[config.mk]
export PLATFORM = sky130hd
export DESIGN_NAME = hazard_ctrl
export DESIGN_NICKNAME = d
export VERILOG_FILES = /design/src/rtl/hazard_ctrl.sv
export SDC_FILE = /design/constraint.sdc
export NUM_CORES = 1
export LEC_CHECK = 0
export CAP_MARGIN = 10
export CORE_MARGIN = 4
export CORE_UTILIZATION = 45
export CTS_CLUSTER_SIZE = 30
export DETAILED_ROUTE_END_ITERATION = 12
export GPL_ROUTABILITY_DRIVEN = 0
export PLACE_DENSITY = 0.79
export SYNTH_ARGS = -nofsm -noshare
export SYNTH_HDL_FRONTEND = slang
export SYNTH_SLANG_ARGS = --single-unit
[constraint.sdc]
create_clock -name clk -period 2.96 [get_ports clk]
set_input_delay 0.592 -clock clk [delete_from_list [all_inputs] [get_ports clk]]
set_output_delay 0.592 -clock clk [all_outputs]
set_load 0.05 [all_outputs]
[src/rtl/hazard_ctrl.sv]
// Pipeline hazard controller: drives IF/ID and ID/EX enables, bubbles and flushes
// from RAW hazards, taken branches and memory-busy freezes; keeps stall/flush counters.
module hazard_ctrl #(
    parameter bit          FWD_EN = 1'b0,
    parameter int unsigned CNT_W  = 16
) (
    input  logic             clk,
    input  logic             rst,
    input  logic [2:0]       id_rs,
    input  logic             id_rs_used,
    input  logic [2:0]       id_rt,
    input  logic             id_rt_used,
    input  logic [2:0]       ex_w_reg,
    input  logic             ex_reg_w_en,
    input  logic             ex_read_mem,
    input  logic [2:0]       mem_w_reg,
    input  logic             mem_reg_w_en,
    input  logic             ex_branch_taken,
    input  logic             mem_busy,
    output logic             pc_en,
    output logic             if_id_en,
    output logic             if_id_flush,
    output logic             id_ex_en,
    output logic             id_ex_bubble,
    output logic [1:0]       state,
    output logic [CNT_W-1:0] stall_cnt,
    output logic [CNT_W-1:0] flush_cnt
);

    typedef enum logic [1:0] {
        ST_RUN    = 2'd0,
        ST_STALL  = 2'd1,
        ST_FLUSH  = 2'd2,
        ST_FREEZE = 2'd3
    } state_t;

    state_t state_q;
    state_t state_d;
    logic   ex_hit;
    logic   mem_hit;
    logic   haz;
    logic   stall_inc;
    logic   flush_inc;

    // RAW match of decode sources against the EX and MEM writers; R0 is not exempt.
    always_comb begin
        ex_hit  = ex_reg_w_en  & ((id_rs_used & (id_rs == ex_w_reg))
                               | (id_rt_used & (id_rt == ex_w_reg)));
        mem_hit = mem_reg_w_en & ((id_rs_used & (id_rs == mem_w_reg))
                               | (id_rt_used & (id_rt == mem_w_reg)));
        haz     = FWD_EN ? (ex_hit & ex_read_mem) : (ex_hit | mem_hit);
    end

    // Priority decode: rst > mem_busy > taken branch > hazard > run.
    always_comb begin
        pc_en        = 1'b1;
        if_id_en     = 1'b1;
        if_id_flush  = 1'b0;
        id_ex_en     = 1'b1;
        id_ex_bubble = 1'b0;
        stall_inc    = 1'b0;
        flush_inc    = 1'b0;
        state_d      = ST_RUN;
        if (rst) begin
            // NOPs fill the pipe while reset is held
            if_id_flush  = 1'b1;
            id_ex_bubble = 1'b1;
        end else if (mem_busy) begin
            pc_en    = 1'b0;
            if_id_en = 1'b0;
            id_ex_en = 1'b0;
            state_d  = ST_FREEZE;
        end else if (ex_branch_taken) begin
            // decode holds a wrong-path instruction, so any hazard is moot
            if_id_flush  = 1'b1;
            id_ex_bubble = 1'b1;
            flush_inc    = 1'b1;
            state_d      = ST_FLUSH;
        end else if (haz) begin
            pc_en        = 1'b0;
            if_id_en     = 1'b0;
            id_ex_bubble = 1'b1;
            stall_inc    = 1'b1;
            state_d      = ST_STALL;
        end
    end

    always_ff @(posedge clk or posedge rst) begin
        if (rst) begin
            state_q <= ST_RUN;
        end else begin
            state_q <= state_d;
        end
    end

    // Saturating event counters.
    always_ff @(posedge clk or posedge rst) begin
        if (rst) begin
            stall_cnt <= '0;
            flush_cnt <= '0;
        end else begin
            if (stall_inc && (stall_cnt != {CNT_W{1'b1}})) begin
                stall_cnt <= stall_cnt + CNT_W'(1);
            end
            if (flush_inc && (flush_cnt != {CNT_W{1'b1}})) begin
                flush_cnt <= flush_cnt + CNT_W'(1);
            end
        end
    end

    assign state = state_q;

endmodule

# ---- Word-level counts from Yosys, hierarchy flattened
# Index checks and enable logic that the tools add are counted.
dict set report word_totals {
  output_inout_bits 39
  in_bits 21
  word_cells 43
  regBits 34
}
dict set report op_classes {
  addsub 2
  n_bitwise 9
  mux 21
  n_reduce_logical 2
  eq_ne 6
}
# cell n
set ops {}
lappend ops {{$add 16x1->16 const B} 2}
lappend ops {{$ne 16x16->1 const B} 2}
lappend ops {{$mux 1} 18}
lappend ops {{$eq 3x3->1} 4}
lappend ops {{$and 1x1->1} 6}
lappend ops {{$mux 2} 3}
lappend ops {{$or 1x1->1} 3}
lappend ops {{$logic_and 1x1->1} 2}

# ---- Longest topological paths before layout
dict set report logic_depth {
  depth_word 10
  mapped_depth 8
  mapped_depth_nobuf 7
}

# ---- Worst setup path before layout
# OpenSTA, ideal clock, no wires.
dict set report synth_path {
  kind {input -> output}
  from {input id_rs[0]}
  to {output pc_en}
  required_ns 2.368
  path_stages 6
  setup_slack_ns 0.090
  arrival_ns 2.278
  n_path_buf 1
  cell_sequence {xnor2_1 nand4_1 a21oi_1 or2_2 nor2_1 buf_4}
}
dict set report synth_via {
  elab_chain_len 9
  elab_cells_between_ends 13
  classes_between {2 x eq/ne; 4 x mux; 7 x bitwise}
}
# item line
set synth_lines {}
lappend synth_lines {{start, declared} 9} ;# input logic [2:0] id_rs,
lappend synth_lines {{$eq 3x3->1, on equally long branches} {47, 49}}
lappend synth_lines {{$and 1x1->1, on equally long branches} {47, 49}}
lappend synth_lines {{$or 1x1->1, on equally long branches} {48, 50}}
lappend synth_lines {{$and 1x1->1, on equally long branches} {47, 49}}
lappend synth_lines {{$or 1x1->1 (*)} 51} ;# haz = FWD_EN ? (ex_hit & ex_read_mem) : (ex_hit | mem_hit);
lappend synth_lines {{$mux 1 (*) (4 in series)} -}
lappend synth_lines {{end, declared} 20} ;# output logic pc_en,
# Mark *: on every way between the ends. The rest lies on a longest branch, timed or not.

# ---- Final worst setup path
dict set report layout_path {
  from {input ex_w_reg[2]}
  to {output pc_en}
}
dict set report layout_via {
  elab_chain_len 9
  elab_cells_between_ends 11
  classes_between {2 x eq/ne; 4 x mux; 5 x bitwise}
}
# item line
set layout_lines {}
lappend layout_lines {{start, declared} 13} ;# input logic [2:0] ex_w_reg,
lappend layout_lines {{$eq 3x3->1, on equally long branches} {47, 48}}
lappend layout_lines {{$and 1x1->1, on equally long branches} {47, 48}}
lappend layout_lines {{$or 1x1->1 (*)} 48} ;# | (id_rt_used & (id_rt == ex_w_reg)));
lappend layout_lines {{$and 1x1->1 (*)} 47} ;# ex_hit = ex_reg_w_en & ((id_rs_used & (id_rs == ex_w_reg))
lappend layout_lines {{$or 1x1->1 (*)} 51}
lappend layout_lines {{$mux 1 (*)} 79} ;# end else if (haz) begin
lappend layout_lines {{$mux 1 (*)} 73} ;# end else if (ex_branch_taken) begin
lappend layout_lines {{$mux 1 (*)} 68} ;# end else if (mem_busy) begin
lappend layout_lines {{$mux 1 (*)} 64} ;# if (rst) begin
# Marked as above.

==> out/qor.txt <==
outcome = completed
Via Count = 1378
post-synth top area share = 0.489
Slew @ Worst Pin = 572 ps
Final Critical Period = 2800 ps
#FFs+latches synth = 34
Yosys cell types = 28
CTS tree = done
TNS Setup = 0 ps
pin count of the biggest net entering global routing = 35
crit path DAT = 2210 ps
Routed WL = 3690 um
Worst Setup SP = ex_w_reg[2]
clk sinks = 34
fin area = 2520 um^2
gr usage total = 0.163
antenna-violating nets left = 0
count of final hold-check violations = 0
chip width = 70.2 um
Reg clk slew, reported paths = 70 ps
H-tree levels = 2
wire per inst = 13.1 um
GR Overflow Total = 0
Post-Route Utilization = 0.683
Final Cycle Share = 0.946
chip height = 70.2 um
Main synth FF type = dfrtp_1
Top Ports = 60
WS Path Type = in -> out
first-pass GRT wire length = 6440 um
Seq/Total Area, Yosys = 0.489
Hold WC Path Type = reg -> reg
area leader, netlist = dfrtp_1
Root Driver = clkbuf_8
RSZ-0062 raised after global routing = false
worst endpoint required time = 2370 ps
cts repair resizes = 0
asr flop ratio synth = 1.00
cell count after synthesis = 168
CTS buffer count = 5
Syn Nets = 191
Inserted Diodes = 0
most frequent cell after synthesis = dfrtp_1
Clock Latency Late Sink = 280 ps
slew margin rel. = 0.619
post-DP HPWL = 2790 um
Site Rows = 22
leakage power = 0.00110 uW
max frequency = 0.357 GHz
Max Cap Viol = 0
# Post-CTS Setup Buffers = 0
Syn. warnings = 0
core area = 3690 um^2
Final Max Tran Viols = 0
PortBufs = 58
Initial Util = 0.472
die area = 4930 um^2
startpoint types = input pin
number of enable flip-flop cells after synthesis = 0
top area cells in the synthesized netlist = dfrtp_1, xnor2_1, xor2_1
P&R area growth vs syn = 44.7%
Avg Cell Area, Syn = 10.4 um^2
# nets final = 256
via/cell ratio = 4.90
worst r2r src = stall_cnt[0]$_DFFE_PP0P_
Hold Crit Start = flush_cnt[15]$_DFFE_PP0P_
clk buf depth = 2
VDD IR-drop max = 0.000439 V
initial antenna violation count = 0
drc violations = 0
cell area after synthesis = 1740 um^2
Pwr Density = 584 nW/um^2
DR pass1 iterations = 4
Crit. End Element = output pin
Setup-failing EPs final = 0
Max FO, Critical Path = 4
vias in the first global route = 1452
synth cell count leaders = dfrtp_1, xnor2_1, nand2_1
hold_buf cts = 0
DRT iter0 DRCs = 68
worst clock skew = 3.75 ps
share of cells above drive strength 1 = 0.0987
dpl cell area = 2410 um^2
[path summary, 6_finish.rpt]
kind	endpoint	slack (ps)	depth (start not counted)
max	pc_en	160	8
min	flush_cnt[15]$_DFFE_PP0P_	490	1
max reg2reg	stall_cnt[12]$_DFFE_PP0P_	870	7
min reg2reg	flush_cnt[15]$_DFFE_PP0P_	490	1
max in group asynchronous	stall_cnt[2]$_DFFE_PP0P_	1810	3
min in group asynchronous	flush_cnt[1]$_DFFE_PP0P_	850	3
[registers in the layout, indices dropped and copies added (netlist names)]
name / cells
state: 2
flush_cnt: 16
stall_cnt: 16
[report_power, final]
part / switching (uW) / internal (uW)
registers: 58.4 / 515
logic: 286 / 180
clock network: 165 / 269
total: 509 / 963
[stage by stage]
step,setup slack [ps],hold slack (ps),total power [uW],cells
after floorplan,90.4,658,867,168
after global placement,188,475,1040,274
after detailed placement,182,480,1050,274
after CTS,161,488,1490,281
after global routing,12.1,508,1540,281
final,161,489,1470,281
[cell families after synthesis]
kind of cell | Yosys count | synth area share
mux | 2 | 0.0129
fa+ha+maj | 2 | 0.0144
compound gates | 9 | 0.0374
xor+xnor | 42 | 0.211
flops | 34 | 0.489
simple gates | 73 | 0.218
buf+inv | 6 | 0.0172
[final cells by class]
type	count	area, um^2
flip-flops and latches	34	851
clock buffers	6	82.6
clock inverters	1	30.0
multi-input cells	128	861
fillers	311	1170
well taps	48	60.1
repair buffers	60	621
inverters	4	15.0
[cells in the final DEF (no fill, tap or decap), types with 2 or more instances in the layout]
master           count
mux2_2               2
xor2_1              13
nor2_1              11
buf_4                4
clkbuf_8             6
nor4_1               2
and3_1               4
nand4_1             11
buf_12               3
dfrtp_1             34
nand2_1             20
nor3_1               7
xnor2_1             29
nand3_1             10
clkdlybuf4s50_1     53
inv_1                4
a21oi_1              4
ha_1                 2
[worst max-delay path, cell delays in order]
cell             delay [ps]
clkdlybuf4s50_1         520
xnor2_1                 100
nand4_1                 120
a21oi_1                 110
or2_2                   350
nor2_1                  130
buf_4                   160
buf_12                  140
[metal layers]
layer  GRT usage  wire length [um]  up-vias  share of wire
li1            -                 -      705              -
met1       0.206              1690      633           0.46
met2       0.273              1790       33           0.48
met3      0.0403               153        7          0.041
met4      0.0574                53        0          0.014
met5           0                 0        -              0
No activity file was read; power rests on OpenSTA's default activity.
==> variant, RTL diff (same settings) <==
Set the parameter `FWD_EN` to 1'b1 (it was 1'b0).
--- a/src/rtl/hazard_ctrl.sv
+++ b/src/rtl/hazard_ctrl.sv
@@ -1,7 +1,7 @@
 // Pipeline hazard controller: drives IF/ID and ID/EX enables, bubbles and flushes
 // from RAW hazards, taken branches and memory-busy freezes; keeps stall/flush counters.
 module hazard_ctrl #(
-    parameter bit          FWD_EN = 1'b0,
+    parameter bit          FWD_EN = 1'b1,
     parameter int unsigned CNT_W  = 16
 ) (
     input  logic             clk,
Behaviour: not the same (a bounded check fails within 4 cycles, from zero or initial values and one cycle with rst high).
==> variant against the unedited design <==
Setup slack gained 0.12 ns. Non-clock buffer count is 2 lower. Combinational power down 14%. Wire length rose by 4.0%. Largest power group unchanged. Largest cell class unchanged. Critical endpoint is now if_id_en. Power is 11% lower. Sequential cell count unchanged. Clock power shrank 20%. Global-route usage barely moved. Design area down 1.7%. Via count is 3.0% higher. Area after synthesis up 1.2%.
==> variant: results (changes against the unedited design) <==
* Run status: complete, no violations (unchanged)
* WL final at 3840 um (was 3690 um)
* Initial antenna violation count at 0 (unchanged)
* TritonCTS Buffers at 5 (unchanged)
* FFs w/ async S/R, synth at 100% (unchanged)
* Vias in the first global route at 1386 (was 1452)
* Fillcell total at 316 (was 311)
* DR WL met3 at 302 um (was 153 um)
* Skew final at 0.00555 ns (was 0.00375 ns)
* Met2 WL post-DR at 1610 um (was 1790 um)
* 1st-pass router iterations at 4 (unchanged)
* Place WS at 0.258 ns (was 0.182 ns)
* Final setup fails at 0 (unchanged)
* Clk Tree Root Cell: clkbuf_8 (unchanged)
* Total GRT Usage at 16.4% (was 16.3%)
* Via density at 5.10 (was 4.90)
* Hold Path Class: flip-flop to flip-flop (unchanged)
* Post-CTS Setup Bufs at 0 (unchanged)
* Post-cts resize count at 0 (unchanged)
* Peak supply drop at 426 uV (was 439 uV)
* CP arrival at 2.09 ns (was 2.21 ns)
* Distinct cell type count after synthesis at 30 (was 28)
* Cell-internal power at 0.848 mW (was 0.963 mW)
* First-pass GRT wire length at 6490 um (was 6440 um)
* Longest Clk Path Bufs at 2 (unchanged)
* Yosys warns at 0 (unchanged)
* Worst-margin pin slew at 0.513 ns (was 0.572 ns)
* Syn Nets at 189 (was 191)
* Seq/Total Area, Yosys at 48.3% (was 48.9%)
* Top sig layer: met4 (unchanged)
* CTS clock-pin slew for the worst setup and hold paths at 0.06 ns
* DRT met1 WL at 1860 um (was 1690 um)
* Ranking of synthesized cells by area: dfrtp_1 (48%), xnor2_1 (11%), nand3_1 (4.0%), nand4_1 (3.9%), xor2_1 (3.5%) (was dfrtp_1 (49%), xnor2_1 (15%), xor2_1 (6.5%), nand2_1 (4.3%), nand4_1 (4.0%))
* DPL Wire Length at 2890 um (was 2790 um)
* Layout Nets at 252 (was 256)
* Worst skew pair latency at 0.29 ns
* Iter 0 DRT Violations at 82 (was 68)
* Leak Pwr at 1.06 nW (was 1.10 nW)
* ANT cells at 0 (unchanged)
* Largest net degree at the start of global routing at 25 (was 35)
* Critical path peak fanout at 3 (was 4)
* H-tree depth at 2 (unchanged)
* Post-synth top cells: dfrtp_1 (34), xnor2_1 (22), nand2_1 (15), nand3_1 (14), nor2_1 (12) (was dfrtp_1 (34), xnor2_1 (29), nand2_1 (20), xor2_1 (13))
* Port bufs at 55 (was 58)
* Share of cells above drive strength 1 at 12.2% (was 9.87%)
-- variant: changes by cell type after synthesis, moves of 2 or more --
cell and change:
xnor2_2 +2, xor2_1 -6, and4_1 +2, nor4_1 -2
o21a_1 +2, and2_1 +2, a2111oi_4 +2, mux2_2 +2
nand4_2 +2, nand3_1 +4, nand2_1 -5, xnor2_1 -7
nor3_1 -2, inv_1 +4
-- variant: power by group through the flow --
stage	registers, mW	clock network, mW	logic, mW
global route	0.568	0.382	0.425
global placement	0.565	0	0.397
detailed placement	0.567	0	0.402
CTS	0.559	0.362	0.404
floorplan	0.706	0	0.110
finish	0.558	0.348	0.401
-- variant: area by class of cell --
cell class,count,area [sq um],area share [%]
multi-input combinational,122,871,35.2
sequential,34,851,34.4
timing repair buffer,58,573,23.1
clock buffer,7,86.3,3.49
tap,48,60.1,2.43
inverter,8,30.0,1.21
clock inverter,1,5.00,0.202
-- variant: worst max-delay path, cell delays in order --
cell,delay [ns]
clkdlybuf4s50_1,0.54
xnor2_1,0.16
nand4_2,0.23
a21oi_2,0.24
o21ai_1,0.11
buf_4,0.21
-- variant: worst paths after layout --
path	startpoint	end	slack (ns)	cells past startpoint
worst max-delay path	ex_w_reg[2]	if_id_en	0.28	6
worst min-delay path	flush_cnt[7]$_DFFE_PP0P_	flush_cnt[7]$_DFFE_PP0P_	0.50	1
worst max register to register	stall_cnt[3]$_DFFE_PP0P_	stall_cnt[1]$_DFFE_PP0P_	0.88	5
worst min register to register	flush_cnt[7]$_DFFE_PP0P_	flush_cnt[7]$_DFFE_PP0P_	0.50	1
max in group asynchronous	rst	stall_cnt[11]$_DFFE_PP0P_	1.89	3
min in group asynchronous	rst	flush_cnt[1]$_DFFE_PP0P_	0.78	3
-- variant: per-stage QoR --
step	power, mW	utilization, %	instance area [sq um]	hold WS (ns)	cells
floorplan	0.816	-	1760	0.658	166
global placement	0.962	64.2	2380	0.483	270
detailed placement	0.969	64.2	2380	0.486	270
CTS	1.32	66.6	2480	0.498	278
global route	1.38	66.6	2480	0.521	278
finish	1.31	66.6	2480	0.499	278
-- variant: layer usage --
metal	vias up	GRT usage, %
li1	705	-
met2	48	23.0
met1	660	23.2
met4	0	6.26
met3	6	5.97
met5	-	0
-- variant: kinds of logic (layout without fill, tap and decap cells) --
kind of cell               Yosys count  count (layout)  synth area share, %
AOI/OAI and AO/OA                   13              13                 7.31
and+or+nand+nor                     72              72                 21.9
adders and majority gates            2               2                 1.42
muxes                                4               4                 2.55
buffers and inverters               10              74                 2.34
xor gates and xnor gates            31              31                 16.3
DFF                                 34              34                 48.3
